## src/rtl/mem_port_arbiter_pkg.sv

```systemverilog
// Shared encodings for the fetch/data memory-port arbiter.
// Used by arb_streak_ctr and mem_port_arbiter.
package mem_port_arbiter_pkg;

  localparam logic [1:0] ARB_IDLE  = 2'd0;
  localparam logic [1:0] ARB_ISSUE = 2'd1;
  localparam logic [1:0] ARB_WAIT  = 2'd2;

  localparam logic OWN_IF = 1'b0;
  localparam logic OWN_D  = 1'b1;

  // Width of a counter that must hold 0..max_streak; never narrower than one bit.
  function automatic int streak_w(input int max_streak);
    return (max_streak < 1) ? 1 : $clog2(max_streak + 1);
  endfunction

endpackage

```

## src/rtl/mem_port_arbiter_streak_ctr.sv

```systemverilog
// Data-grant streak counter and fetch-force decision for mem_port_arbiter.
// A MAX_DATA_STREAK of 0 disables the guard and gives data strict priority.
module arb_streak_ctr
  import mem_port_arbiter_pkg::*;
#(
  parameter int MAX_DATA_STREAK = 4
) (
  input  logic clk,
  input  logic rst,
  input  logic arb_i,
  input  logic if_req_i,
  input  logic d_req_i,
  output logic force_if_o
);

  localparam int              CW         = streak_w(MAX_DATA_STREAK);
  localparam logic [CW-1:0]   STREAK_MAX = CW'(MAX_DATA_STREAK);

  logic [CW-1:0] streak_q, streak_d;

  assign force_if_o = (MAX_DATA_STREAK > 0) && if_req_i && (streak_q == STREAK_MAX);

  always_comb begin
    // NOTE: default first so every path assigns streak_d and no latch is inferred.
    streak_d = streak_q;
    if (arb_i) begin
      if (d_req_i && !force_if_o && if_req_i) begin
        if (streak_q != STREAK_MAX) streak_d = streak_q + CW'(1);
      end else begin
        streak_d = '0;
      end
    end
  end

  always_ff @(posedge clk) begin
    // NOTE: non-blocking assignments for all clocked state avoid ordering races.
    if (rst) streak_q <= '0;
    else     streak_q <= streak_d;
  end

endmodule

```

## src/rtl/mem_port_arbiter.sv

```systemverilog
// Arbitrates one variable-latency memory between fetch and the data stage.
// Optional macro ARB_STATS_EN adds stat_conflicts and stat_if_wait counters.
module mem_port_arbiter
  import mem_port_arbiter_pkg::*;
#(
  parameter int ADDR_W          = 16,
  parameter int DATA_W          = 16,
  parameter int MAX_DATA_STREAK = 4
) (
  input  logic              clk,
  input  logic              rst,
  input  logic              if_req,
  input  logic [ADDR_W-1:0] if_addr,
  output logic              if_done,
  output logic [DATA_W-1:0] if_rdata,
  input  logic              d_rd,
  input  logic              d_wr,
  input  logic [ADDR_W-1:0] d_addr,
  input  logic [DATA_W-1:0] d_wdata,
  output logic              d_done,
  output logic [DATA_W-1:0] d_rdata,
  output logic              mem_rd,
  output logic              mem_wr,
  output logic [ADDR_W-1:0] mem_addr,
  output logic [DATA_W-1:0] mem_wdata,
  input  logic              mem_done,
  input  logic [DATA_W-1:0] mem_rdata
`ifdef ARB_STATS_EN
  ,
  output logic [15:0]       stat_conflicts,
  output logic [15:0]       stat_if_wait
`endif
);

  logic [1:0]        state_q, state_d;
  logic              owner_q, owner_d;
  logic              wr_q, wr_d;
  logic [ADDR_W-1:0] addr_q, addr_d;
  logic [DATA_W-1:0] wdata_q, wdata_d;

  logic d_req;
  logic arb_cycle;
  logic force_if;
  logic grant_d;
  logic done_hit;

  assign d_req     = d_rd | d_wr;
  assign arb_cycle = (state_q == ARB_IDLE) && (if_req || d_req);
  assign grant_d   = d_req && !force_if;

  arb_streak_ctr #(
    .MAX_DATA_STREAK(MAX_DATA_STREAK)
  ) u_streak (
    .clk       (clk),
    .rst       (rst),
    .arb_i     (arb_cycle),
    .if_req_i  (if_req),
    .d_req_i   (d_req),
    .force_if_o(force_if)
  );

  always_comb begin
    state_d = state_q;
    owner_d = owner_q;
    wr_d    = wr_q;
    addr_d  = addr_q;
    wdata_d = wdata_q;
    case (state_q)
      ARB_IDLE: begin
        if (arb_cycle) begin
          state_d = ARB_ISSUE;
          if (grant_d) begin
            // A simultaneous read and write request is served as a write.
            owner_d = OWN_D;
            wr_d    = d_wr;
            addr_d  = d_addr;
            wdata_d = d_wr ? d_wdata : '0;
          end else begin
            owner_d = OWN_IF;
            wr_d    = 1'b0;
            addr_d  = if_addr;
            wdata_d = '0;
          end
        end
      end
      ARB_ISSUE: state_d = ARB_WAIT;
      ARB_WAIT:  if (mem_done) state_d = ARB_IDLE;
      default:   state_d = ARB_IDLE;
    endcase
  end

  always_ff @(posedge clk) begin
    if (rst) begin
      state_q <= ARB_IDLE;
      owner_q <= OWN_IF;
      wr_q    <= 1'b0;
      addr_q  <= '0;
      wdata_q <= '0;
    end else begin
      state_q <= state_d;
      owner_q <= owner_d;
      wr_q    <= wr_d;
      addr_q  <= addr_d;
      wdata_q <= wdata_d;
    end
  end

  assign mem_rd    = (state_q == ARB_ISSUE) && !wr_q;
  assign mem_wr    = (state_q == ARB_ISSUE) &&  wr_q;
  assign mem_addr  = addr_q;
  assign mem_wdata = wdata_q;

  // Completion is combinational from mem_done so the requester sees it in the same cycle.
  assign done_hit = (state_q == ARB_WAIT) && mem_done;
  assign if_done  = done_hit && (owner_q == OWN_IF);
  assign d_done   = done_hit && (owner_q == OWN_D);
  assign if_rdata = if_done ? mem_rdata : '0;
  assign d_rdata  = d_done  ? mem_rdata : '0;

`ifdef ARB_STATS_EN
  logic [15:0] conflicts_q, if_wait_q;

  always_ff @(posedge clk) begin
    if (rst) begin
      conflicts_q <= '0;
      if_wait_q   <= '0;
    end else begin
      if ((state_q == ARB_IDLE) && if_req && d_req) conflicts_q <= conflicts_q + 16'd1;
      if (if_req && !if_done)                       if_wait_q   <= if_wait_q + 16'd1;
    end
  end

  assign stat_conflicts = conflicts_q;
  assign stat_if_wait   = if_wait_q;
`endif

endmodule

```

## config.mk

```make
export PLATFORM = sky130hd
export DESIGN_NAME = mem_port_arbiter
export DESIGN_NICKNAME = d
export VERILOG_FILES = /design/src/rtl/mem_port_arbiter_pkg.sv /design/src/rtl/mem_port_arbiter_streak_ctr.sv /design/src/rtl/mem_port_arbiter.sv
export SDC_FILE = /design/constraint.sdc
export NUM_CORES = 1
export LEC_CHECK = 0
export BUFFER_PORTS_ARGS = -buffer_cell sky130_fd_sc_hd__buf_2
export CAP_MARGIN = 20
export CORE_ASPECT_RATIO = 1.4
export CORE_MARGIN = 10
export CORE_UTILIZATION = 46
export CTS_BUF_LIST = sky130_fd_sc_hd__clkbuf_8
export DETAILED_ROUTE_END_ITERATION = 8
export PLACE_DENSITY_LB_ADDON = 0.08
export SETUP_SLACK_MARGIN = 0.2
export SKIP_LAST_GASP = 1
export SYNTH_ARGS = -nofsm -noshare
export SYNTH_HDL_FRONTEND = slang
export SYNTH_SLANG_ARGS = --single-unit
```

## constraint.sdc

```tcl
create_clock -name clk -period 3.88 [get_ports clk]
set_input_delay 0.582 -clock clk [delete_from_list [all_inputs] [get_ports clk]]
set_output_delay 0.582 -clock clk [all_outputs]
set_load 0.1 [all_outputs]
```

# ---- Word level (Yosys, flattened, before mapping)
# Cells that the tools add are included.
dict set report word_totals {
  out_inout_bits 68
  register_bits 39
  inputBits 70
  word_cells 44
}
dict set report op_classes {
  n_mux 12
  eq_ne 7
  n_bitwise 2
  n_reduce_logical 16
  n_addsub 1
}
# op n
set ops {}
lappend ops {{$mux W16} 5}
lappend ops {{$logic_and A1 B1 Y1} 9}
lappend ops {{$mux W3} 2}
lappend ops {{$ne A2 B2 Y1 const B} 3}
lappend ops {{$pmux W2 S3} 1}
lappend ops {{$reduce_and A2 Y1} 3}
lappend ops {{$mux W2} 2}
lappend ops {{$add A3 B1 Y3 const B} 1}
lappend ops {{$eq A3 B3 Y1 const B} 1}
lappend ops {{$ne A3 B3 Y1 const B} 1}
lappend ops {{$eq A2 B1 Y1 const B} 1}
lappend ops {{$eq A2 B2 Y1 const B} 1}
lappend ops {{$logic_not A1 Y1} 2}
lappend ops {{$logic_not A2 Y1} 1}
lappend ops {{$mux W1} 2}
lappend ops {{$logic_or A1 B1 Y1} 1}
lappend ops {{$not A1 Y1} 1}
lappend ops {{$or A1 B1 Y1} 1}

# ---- Depth between registers and ports, before layout
# Gate-level depths: netlist of the first run.
dict set report depth {
  depth_word 7
  depth_mapped 6
}

# ---- Hierarchy
# A second synthesis of the first run with hierarchy kept.
dict set report hier_totals {
  hier_cells 242
  area_unflattened_um2 1955.6
}
# module instances cells_per_inst seq_area_each_um2 area_per_inst_um2
set modules_own_cells {}
lappend modules_own_cells {mem_port_arbiter 1 224 720.7 1776.7}
lappend modules_own_cells {arb_streak_ctr 1 18 60.1 178.9}

# ---- Least setup slack after synthesis of the first run
# No wires, ideal clock.
dict set report synth_path {
  path_kind {input port to output port}
  start {in mem_done}
  end {out if_rdata[10]}
  path_stages 4
  required_ns 3.298
  t_arrival_ns 2.758
  path_slack_ns 0.540
  path_cell_list {nand2_1 > nor3_2 > clkbuf_1 > and2_1}
}
dict set report synth_between {
  elab_chain_cells 3
}
# item line
set synth_lines {}
lappend synth_lines {{start: declaration} mem_port_arbiter.sv:26} ;# input logic mem_done,
lappend synth_lines {{$logic_and A1 B1 Y1} mem_port_arbiter.sv:114} ;# assign done_hit = (state_q == ARB_WAIT) && mem_done;
lappend synth_lines {{$logic_and A1 B1 Y1} mem_port_arbiter.sv:115} ;# assign if_done = done_hit && (owner_q == OWN_IF);
lappend synth_lines {{via if_done} mem_port_arbiter.sv:14} ;# output logic if_done,
lappend synth_lines {{$mux W16} mem_port_arbiter.sv:117} ;# assign if_rdata = if_done ? mem_rdata : '0;
lappend synth_lines {{end: declaration} mem_port_arbiter.sv:15} ;# output logic [DATA_W-1:0] if_rdata,
# The timed path passes the listed nets, and every way through them passes these cells.

# ---- Worst setup path after layout of the first run
dict set report layout_path {
  start {reg state_q[1]}
  end {out d_rdata[12]}
}
dict set report layout_between {
  elab_chain_cells 4
}
# item line
set layout_lines {}
lappend layout_lines {{start: declaration} mem_port_arbiter.sv:35} ;# logic [1:0] state_q, state_d;
lappend layout_lines {{start signal: assignment} mem_port_arbiter.sv:100} ;# state_q <= state_d;
lappend layout_lines {{$eq A2 B2 Y1} mem_port_arbiter.sv:114}
lappend layout_lines {{$logic_and A1 B1 Y1} mem_port_arbiter.sv:114}
lappend layout_lines {{$logic_and A1 B1 Y1} mem_port_arbiter.sv:116} ;# assign d_done = done_hit && (owner_q == OWN_D);
lappend layout_lines {{$mux W16} mem_port_arbiter.sv:118} ;# assign d_rdata = d_done ? mem_rdata : '0;
lappend layout_lines {{end: declaration} mem_port_arbiter.sv:21} ;# output logic [DATA_W-1:0] d_rdata,
# Every way passes these cells.

==> flow_summary.json, run 1 <==
{
  "fmaxAchievable_mhz": 372,
  "arrival_ps": 2100,
  "ys_async_sr_fraction_pct": 0,
  "critPathKind": "reg -> out",
  "ant_nets": 0,
  "cp_data_required_time_ps": 3300,
  "synth.most_common_cell": "dfxtp_1",
  "core_area_um2": 4270,
  "synth-edff-count": 0,
  "period_needed_ps": 2680,
  "startpoint": "state_q[1]",
  "cts_buffer_depth": 2,
  "fp.dieH_um": 99.2,
  "max-slew-margin-rel_pct": 40.2,
  "netlist-cell-type-count": 31,
  "syn_to_final_growth_pct": 37.5,
  "stdcell_count": 431,
  "drc": 0,
  "leakage_nw": 1.38,
  "core.rowCount": 28,
  "crit_chain": "nand2_1 -> nor3b_2 -> and2_1 -> buf_2",
  "vias": 2313,
  "cts_hold_buf": 0,
  "postSynthCellCount": 248,
  "ff2ff_setup_slack_ps": 1950,
  "final_util_pct": 66.3,
  "synth_area_leaders": "dfxtp_1 38%, and2_1 9.7%, a311oi_1 6.8%, a21oi_1 6.1%, nand4_1 4.9%",
  "rsz0062_at_grt": "no",
  "synth_seq_area_share_pct": 37.9,
  "slowest_stage": "nor3b_2",
  "clock_latency_ps": 300,
  "clkSinkCount": 39,
  "cts_buffers": 5,
  "n_fill_cell": 400,
  "synth_nets": 320,
  "cp_slowest_stage_delay_ps": 600,
  "synth_ff_type": "dfxtp_1",
  "crit_path_end": "d_rdata[12]",
  "cp_max_fo": 17,
  "io_buffers": 137,
  "boundaryPins": 138,
  "cts-root-buf": "clkbuf_8",
  "floorplan.die_area_um2": 7590,
  "cp-start-kind": "register",
  "setup_violations": 0,
  "fin_ws_ps": 1200,
  "grt_pass1_wl_um": 11800,
  "cts_tree": "done",
  "gp_congestion": 0.764,
  "antenna_found_initial": 0,
  "post-place-ws_ps": 1280,
  "drt_wl_total_um": 7510,
  "clock_skew_ps": 6.39,
  "finalCritPeriodShare_pct": 69.2,
  "hold_viol": 0,
  "synth_seq_cells": 39,
  "initial_core_util_pct": 48.2,
  "syn_area_per_cell_um2": 8.31,
  "drt_first_iter_violations": 170,
  "place_inst": 423,
  "die_x_um": 76.6,
  "reg2regPathDepth": 3,
  "outcome": "complete, no violations",
  "grt_usage_pct": 18.6,
  "drive_gt1_share_pct": 44.7,
  "vias_per_cell": 5.37,
  "drv_cap": 0,
  "ys_warn_count": 0,
  "ys_top_cells_by_count": "39 x dfxtp_1, 32 x and2_1, 25 x a21oi_1, 19 x nand3_1, 18 x o21ai_1",
  "synth_area_leader_cell": "dfxtp_1",
  "r2r-start": "state_q[0]",
  "hold_class": "reg -> reg",
  "critPathCaptureType": "primary output",
  "dp_hpwl_um": 5620,
  "drt_first_pass_iters": 4,
  "finalSetupTns_ps": 0,
  "antenna_cells": 0,
  "grt_max_degree": 39,
  "slew_violations": 0,
  "clk_pin_slew_ps": 80,
  "timing.rr.end": "mem_addr[13]",
  "wl_per_cell_um": 17.4,
  "synth_area_um2": 2060,
  "grt_pass1_vias": 2206,
  "nets": 442,
  "postCtsSetupBuffers": 0,
  "h-tree-depth": 2,
  "grt_overflow": 0,
  "synth_top_area_share_pct": 37.9,
  "peakVddDrop_v": 0.000312,
  "post_cts_resized": 0,
  "tightest_slew_ps": 896,
  "power_density_nw_per_um2": 474
}
worst max-delay path, delay by kind of cell, from the launching register on:
| kind | cells | cell delay [ps] |
|---|---|---|
| buffers and inverters | 1 | 430 |
| DFF | 1 | 420 |
| and+or+nand+nor | 3 | 950 |
metal layers:
layer  GRT usage [%]  wire length, um  vias to the layer above
met3            6.49              486                        9
met1            21.6             3130                     1070
met5               0                0                        -
met2            31.1             3770                       79
met4            5.88              124                        0
li1                -                -                     1155
stage by stage:
stage | power, mW | hold WS (ps) | instance area [um^2]
floorplan | 0.890 | 472 | 2060
global placement | 0.987 | 459 | 2710
detailed placement | 0.991 | 467 | 2710
CTS | 1.35 | 478 | 2830
global route | 1.40 | 506 | 2830
finish | 1.34 | 477 | 2830
layout make-up:
cell class                      count  area (um^2)  area share [%]
Sequential cell                    39          781            27.6
Inverter                            3         11.3           0.398
Clock buffer                        6         82.6            2.92
Multi-Input combinational cell    181         1140            40.1
Clock inverter                      2         38.8            1.37
Timing Repair Buffer              140          708            25.0
Tap cell                           60         75.1            2.65
state kept, by name (all words and copies together), names as in the netlist:
| register | count |
|---|---|
| mem_addr | 16 |
| mem_wdata | 16 |
| u_streak.streak_q | 3 |
| state_q | 2 |
| owner_q | 1 |
| wr_q | 1 |
power by group:
part           switching, mW  leakage (nW)  total (mW)  internal [mW]
combinational          0.415         0.998       0.519          0.104
sequential            0.0226         0.322       0.461          0.439
clock                  0.151        0.0618       0.362          0.212
total                  0.588          1.38        1.34          0.754
logic make-up after synthesis:
family                   share of synthesized area, %
AO/OA/AOI/OAI                                    27.5
adder cells (fa/ha/maj)                          1.21
buffers and inverters                            7.23
flip-flops                                       37.9
multiplexers                                    0.546
AND/OR/NAND/NOR                                  25.6
layout by cell type (no fill, tap or decap), drive strengths merged, types with 2 or more instances in the layout:
| master | netlist | routed |
|---|---|---|
| ha | 2 | 2 |
| nor2 | 5 | 5 |
| clkbuf | 12 | 6 |
| or2 | 2 | 2 |
| nand4 | 16 | 16 |
| buf | 13 | 140 |
| a311oi | 16 | 16 |
| nor3 | 4 | 4 |
| o21ai | 34 | 34 |
| dfxtp | 39 | 39 |
| inv | 3 | 4 |
| and2 | 32 | 32 |
| a211o | 2 | 2 |
| nand2b | 4 | 4 |
| a21oi | 36 | 36 |
| nand3 | 19 | 19 |
worst min-delay path by stage:
stage                              from             to  slack (ps)  depth (start not counted)
after floorplan                    wr_q           wr_q         470                          2
after global placement     mem_wdata[9]   mem_wdata[9]         460                          2
after detailed placement  mem_wdata[10]  mem_wdata[10]         470                          2
after CTS                 mem_wdata[10]  mem_wdata[10]         480                          2
after global routing      mem_wdata[11]  mem_wdata[11]         510                          2
final                      mem_wdata[5]   mem_wdata[5]         480                          2
No activity file was read; power rests on OpenSTA's default activity.
==> run 2: changes to the inputs <==
Settings changed: ABC_AREA set to 1.
Clock period 3.88 ns to 2.7 ns, I/O delays scaled along.
==> flow_summary.json, run 2 <==
{
  "outcome": "complete, no violations",
  "n_fill_cell": 508,
  "tightest_slew_ps": 636,
  "slew_violations": 0,
  "cts-root-buf": "clkbuf_8",
  "timing.rr.end": "mem_addr[10]",
  "max-slew-margin-rel_pct": 57.6,
  "core_area_um2": 5200,
  "synth_area_um2": 2490,
  "power_density_nw_per_um2": 547,
  "finalSetupTns_ps": 0,
  "layout_commonest_cell": "buf_2",
  "vias_per_cell": 4.46,
  "drv_cap": 0,
  "fmaxAchievable_mhz": 436,
  "fp.dieH_um": 107,
  "synth_seq_area_share_pct": 31.4,
  "drive_gt1_share_pct": 33.7,
  "boundaryPins": 138,
  "post_cts_resized": 0,
  "power_mw": 1.87,
  "nets": 639,
  "rsz0062_at_grt": "no",
  "floorplan.die_area_um2": 8790,
  "cp_max_fo": 16,
  "post-place-ws_ps": 618,
  "critPathKind": "reg -> out",
  "gp_congestion": 0.829,
  "leakage_nw": 2.06,
  "hold_viol": 0,
  "r2r-start": "state_q[1]",
  "drt_wl_total_um": 7780,
  "arrival_ps": 1890,
  "syn_to_final_growth_pct": 37.6,
  "cts_buffer_depth": 2,
  "synth_top_area_share_pct": 31.4,
  "synth-edff-count": 0,
  "h-tree-depth": 2,
  "core.rowCount": 31,
  "syn_area_per_cell_um2": 5.61,
  "critPathCaptureType": "primary output",
  "synth_ff_type": "dfxtp_1",
  "postCtsSetupBuffers": 0,
  "drt_first_pass_iters": 4,
  "setup_violations": 0,
  "clkSinkCount": 39,
  "cp_data_required_time_ps": 2300,
  "drt_first_iter_violations": 100,
  "grt_pass1_vias": 2605,
  "cp-start-kind": "register",
  "reg2regPathDepth": 7,
  "io_buffers": 137,
  "ys_async_sr_fraction_pct": 0,
  "grt_pass1_wl_um": 12100,
  "synth_area_leaders": "dfxtp_1 31%, nor2_1 21%, inv_1 14%, nand2_1 12%, nand3_1 7.6%",
  "antenna_found_initial": 0,
  "final_util_pct": 65.8,
  "layout_common_cells": "137 x buf_2, 103 x nor2_1, 94 x inv_1, 77 x nand2_1, 39 x dfxtp_1",
  "period_needed_ps": 2290,
  "grt_usage_pct": 16.8,
  "ys_top_cells_by_count": "137 x nor2_1, 96 x inv_1, 77 x nand2_1, 39 x dfxtp_1, 38 x nand3_1",
  "ant_nets": 0,
  "hold_class": "in -> reg",
  "peakVddDrop_v": 0.000393,
  "synth_area_leader_cell": "dfxtp_1",
  "clk_pin_slew_ps": 70,
  "cts_tree": "done",
  "clock_latency_ps": 290,
  "ff_latch_area_um2": 781,
  "ff2ff_setup_slack_ps": 1060,
  "drc": 0,
  "netlist-cell-type-count": 20,
  "die_x_um": 82.1,
  "synth.most_common_cell": "nor2_1",
  "dp_hpwl_um": 6020,
  "fin_ws_ps": 409,
  "postSynthCellCount": 443,
  "cts_buffers": 5,
  "ys_warn_count": 0,
  "vias": 2826,
  "finalCritPeriodShare_pct": 84.9,
  "grt_max_degree": 37,
  "synth_seq_cells": 39,
  "wl_per_cell_um": 12.3,
  "multi_input_area_um2": 1390,
  "grt_overflow": 0,
  "startpoint": "state_q[1]",
  "synth_nets": 515,
  "cts_hold_buf": 0,
  "initial_core_util_pct": 47.8,
  "antenna_cells": 0,
  "clock_skew_ps": 4.67,
  "crit_path_end": "d_rdata[10]"
}
==> run 2: worst max-delay path, stage by stage (launching register included) <==
cell     delay [ps]
dfxtp_1         400
nand3_1         210
nor2_4          160
inv_2           230
nor2_4          160
buf_2           430
==> run 2: area by class of cell <==
| type | count | area share, % |
|---|---|---|
| Timing Repair Buffer | 140 | 20.7 |
| Inverter | 98 | 10.9 |
| Multi-Input combinational cell | 283 | 40.6 |
| Sequential cell | 39 | 22.8 |
| Clock inverter | 1 | 0.146 |
| Tap cell | 66 | 2.41 |
| Clock buffer | 6 | 2.41 |
==> run 2: cell families after synthesis <==
family          Yosys count  synth area share [%]
simple gates            261                  43.0
buf+inv                 121                  20.5
flops                    39                  31.4
compound gates           20                  4.03
fa+ha+maj                 2                  1.01
==> run 2: worst min path at each step <==
stage | from | end | slack [ps] | cells past startpoint
after floorplan | u_streak.streak_q[0] | u_streak.streak_q[0] | 470 | 2
after global placement | u_streak.streak_q[0] | u_streak.streak_q[0] | 490 | 2
after detailed placement | u_streak.streak_q[0] | u_streak.streak_q[0] | 490 | 2
after CTS | mem_done | state_q[1] | 420 | 3
after global routing | if_req | u_streak.streak_q[0] | 460 | 3
final | mem_done | state_q[1] | 430 | 3
==> run 2: per-layer routing <==
metal	routed length (um)	share of wire, %	up-vias	GRT usage, %
met5	0	0	-	0
met4	78	1.0	0	4.76
met3	773	9.9	4	4.10
met2	3930	51	101	31.6
met1	3000	39	1199	17.5
li1	-	-	1522	-
==> run 2: through the flow <==
stage,instances,cell area (um^2),hold WS [ps]
2_1_floorplan,443,2690,469
3_3_place_gp,626,3330,492
3_5_place_dp,626,3330,493
4_1_cts,633,3420,425
5_1_grt,633,3420,460
6_report,633,3420,432
==> run 2: report_power, final <==
group | total (mW) | switching [mW] | internal (mW) | leakage [nW]
Combinational | 0.818 | 0.651 | 0.167 | 1.69
Clock | 0.395 | 0.195 | 0.200 | 0.0470
Sequential | 0.658 | 0.0287 | 0.629 | 0.321
==> run 3: changes to the inputs <==
Settings changed: CORE_UTILIZATION 46 to 42.
Clock period 2.7 ns to 2.05 ns, I/O delays scaled along.
==> flow_summary.json, run 3 (synthesis results as in run 2) <==
{
  "grt_pass1_wl_um": 13200,
  "peakVddDrop_v": 0.000474,
  "final_util_pct": 64.0,
  "power_frac_clock_pct": 20.0,
  "leakage_nw": 2.11,
  "grt_pass1_vias": 2781,
  "cts_buffer_depth": 2,
  "startpoint": "state_q[0]",
  "cp_data_required_time_ps": 1740,
  "gp_congestion": 0.803,
  "r2r-start": "u_streak.streak_q[0]",
  "p_switching_mw": 1.18,
  "placed_area_um2": 3460,
  "dp_hpwl_um": 6000,
  "boundaryPins": 138,
  "antenna_cells": 0,
  "clk_pin_slew_ps": 70,
  "critPathKind": "reg -> out",
  "cp-start-kind": "register",
  "clock_skew_ps": 8.54,
  "layout_common_cells": "105 x buf_2, 101 x nor2_1, 95 x inv_1, 77 x nand2_1",
  "grt_overflow": 0,
  "cts_tree": "done",
  "power_frac_comb_pct": 44.9,
  "slew_violations": 0,
  "cts-root-buf": "clkbuf_8",
  "drt_first_iter_violations": 69,
  "syn_to_final_growth_pct": 49.8,
  "hold_class": "in -> reg",
  "cts_hold_buf": 0,
  "core.rowCount": 33,
  "vias": 2865,
  "n_fill_cell": 523,
  "rsz0062_at_grt": "yes",
  "nets": 643,
  "max-slew-margin-rel_pct": 66.2,
  "clock_latency_ps": 290,
  "period_needed_ps": 1780,
  "antenna_found_initial": 0,
  "grt_max_degree": 25,
  "floorplan.die_area_um2": 9440,
  "fmaxAchievable_mhz": 561,
  "wl_per_cell_um": 12.7,
  "final_area_um2": 3720,
  "initial_core_util_pct": 42.7,
  "clkSinkCount": 39,
  "drive_gt1_share_pct": 35.0,
  "arrival_ps": 1470,
  "core_area_um2": 5820,
  "cts_buffers": 5,
  "timing.hold.ws_ps": 335,
  "cp_max_fo": 16,
  "setup_violations": 0,
  "critPathCaptureType": "primary output",
  "drt_wl_total_um": 8130,
  "vias_per_cell": 4.46,
  "die_x_um": 85.0,
  "drv_cap": 0,
  "layout_commonest_cell": "buf_2",
  "finalCritPeriodShare_pct": 86.9,
  "power_density_nw_per_um2": 665,
  "tightest_slew_ps": 510,
  "ant_nets": 0,
  "swShare_pct": 47.5,
  "drc": 0,
  "min_from": "mem_done",
  "grt_usage_pct": 16.5,
  "hold_viol": 0,
  "finalSetupTns_ps": 0,
  "internal_power_mw": 1.30,
  "seq_power_share_pct": 35.1,
  "io_buffers": 137,
  "fp.dieH_um": 111,
  "h-tree-depth": 2,
  "drt_first_pass_iters": 4,
  "outcome": "complete, no violations"
}
## run 3: path summary, 6_finish.rpt
check / slack (ps) / endpoint / depth (start not counted)
worst min-delay path: 340 / state_q[1] / 3
worst max register to register: 450 / u_streak.streak_q[2] / 8
worst max-delay path: 270 / if_rdata[5] / 6
worst min register to register: 510 / mem_addr[1] / 4
## run 3: through the flow
step                      cells  total power [mW]  setup slack (ps)
after floorplan             443              1.80              -139
after global placement      634              1.98               400
after detailed placement    634              1.99               373
after CTS                   642              2.50               233
after global routing        642              2.63               184
final                       642              2.48               269
## run 3: cell type report
type,instances,area (um^2),area share [%]
Multi-Input combinational cell,283,1470,39.4
Clock inverter,3,12.5,0.336
Tap cell,70,87.6,2.35
Sequential cell,39,783,21.0
Timing Repair Buffer,144,923,24.8
Inverter,98,380,10.2
Clock buffer,5,68.8,1.85
## run 3: repair_timing
| action | CTS | global route |
|---|---|---|
| setup buffers | 0 | 0 |
| gates resized for setup | 32 | 28 |
| setup endpoints to repair | 32 | 28 |
## run 3: power by group through the flow
stage | Clock, mW | Combinational [mW] | Sequential [mW]
6_report | 0.496 | 1.11 | 0.868
5_1_grt | 0.545 | 1.20 | 0.877
4_1_cts | 0.518 | 1.11 | 0.869
3_5_place_dp | 0 | 1.10 | 0.887
3_3_place_gp | 0 | 1.10 | 0.886
2_1_floorplan | 0 | 0.500 | 1.30
## run 3: critical path, cell delays in order (launching register included)
cell     delay, ps
dfxtp_2        340
inv_2           70
nand3_4         80
nor2_4         160
inv_6          140
nor2_4         110
buf_4          290
## run 3: layer usage
layer | vias to the layer above | global-route usage [%] | wire length [um]
met5 | - | 0 | 0
met2 | 85 | 29.5 | 4310
met3 | 8 | 5.44 | 617
li1 | 1534 | - | -
met4 | 0 | 4.96 | 107
met1 | 1238 | 17.7 | 3090
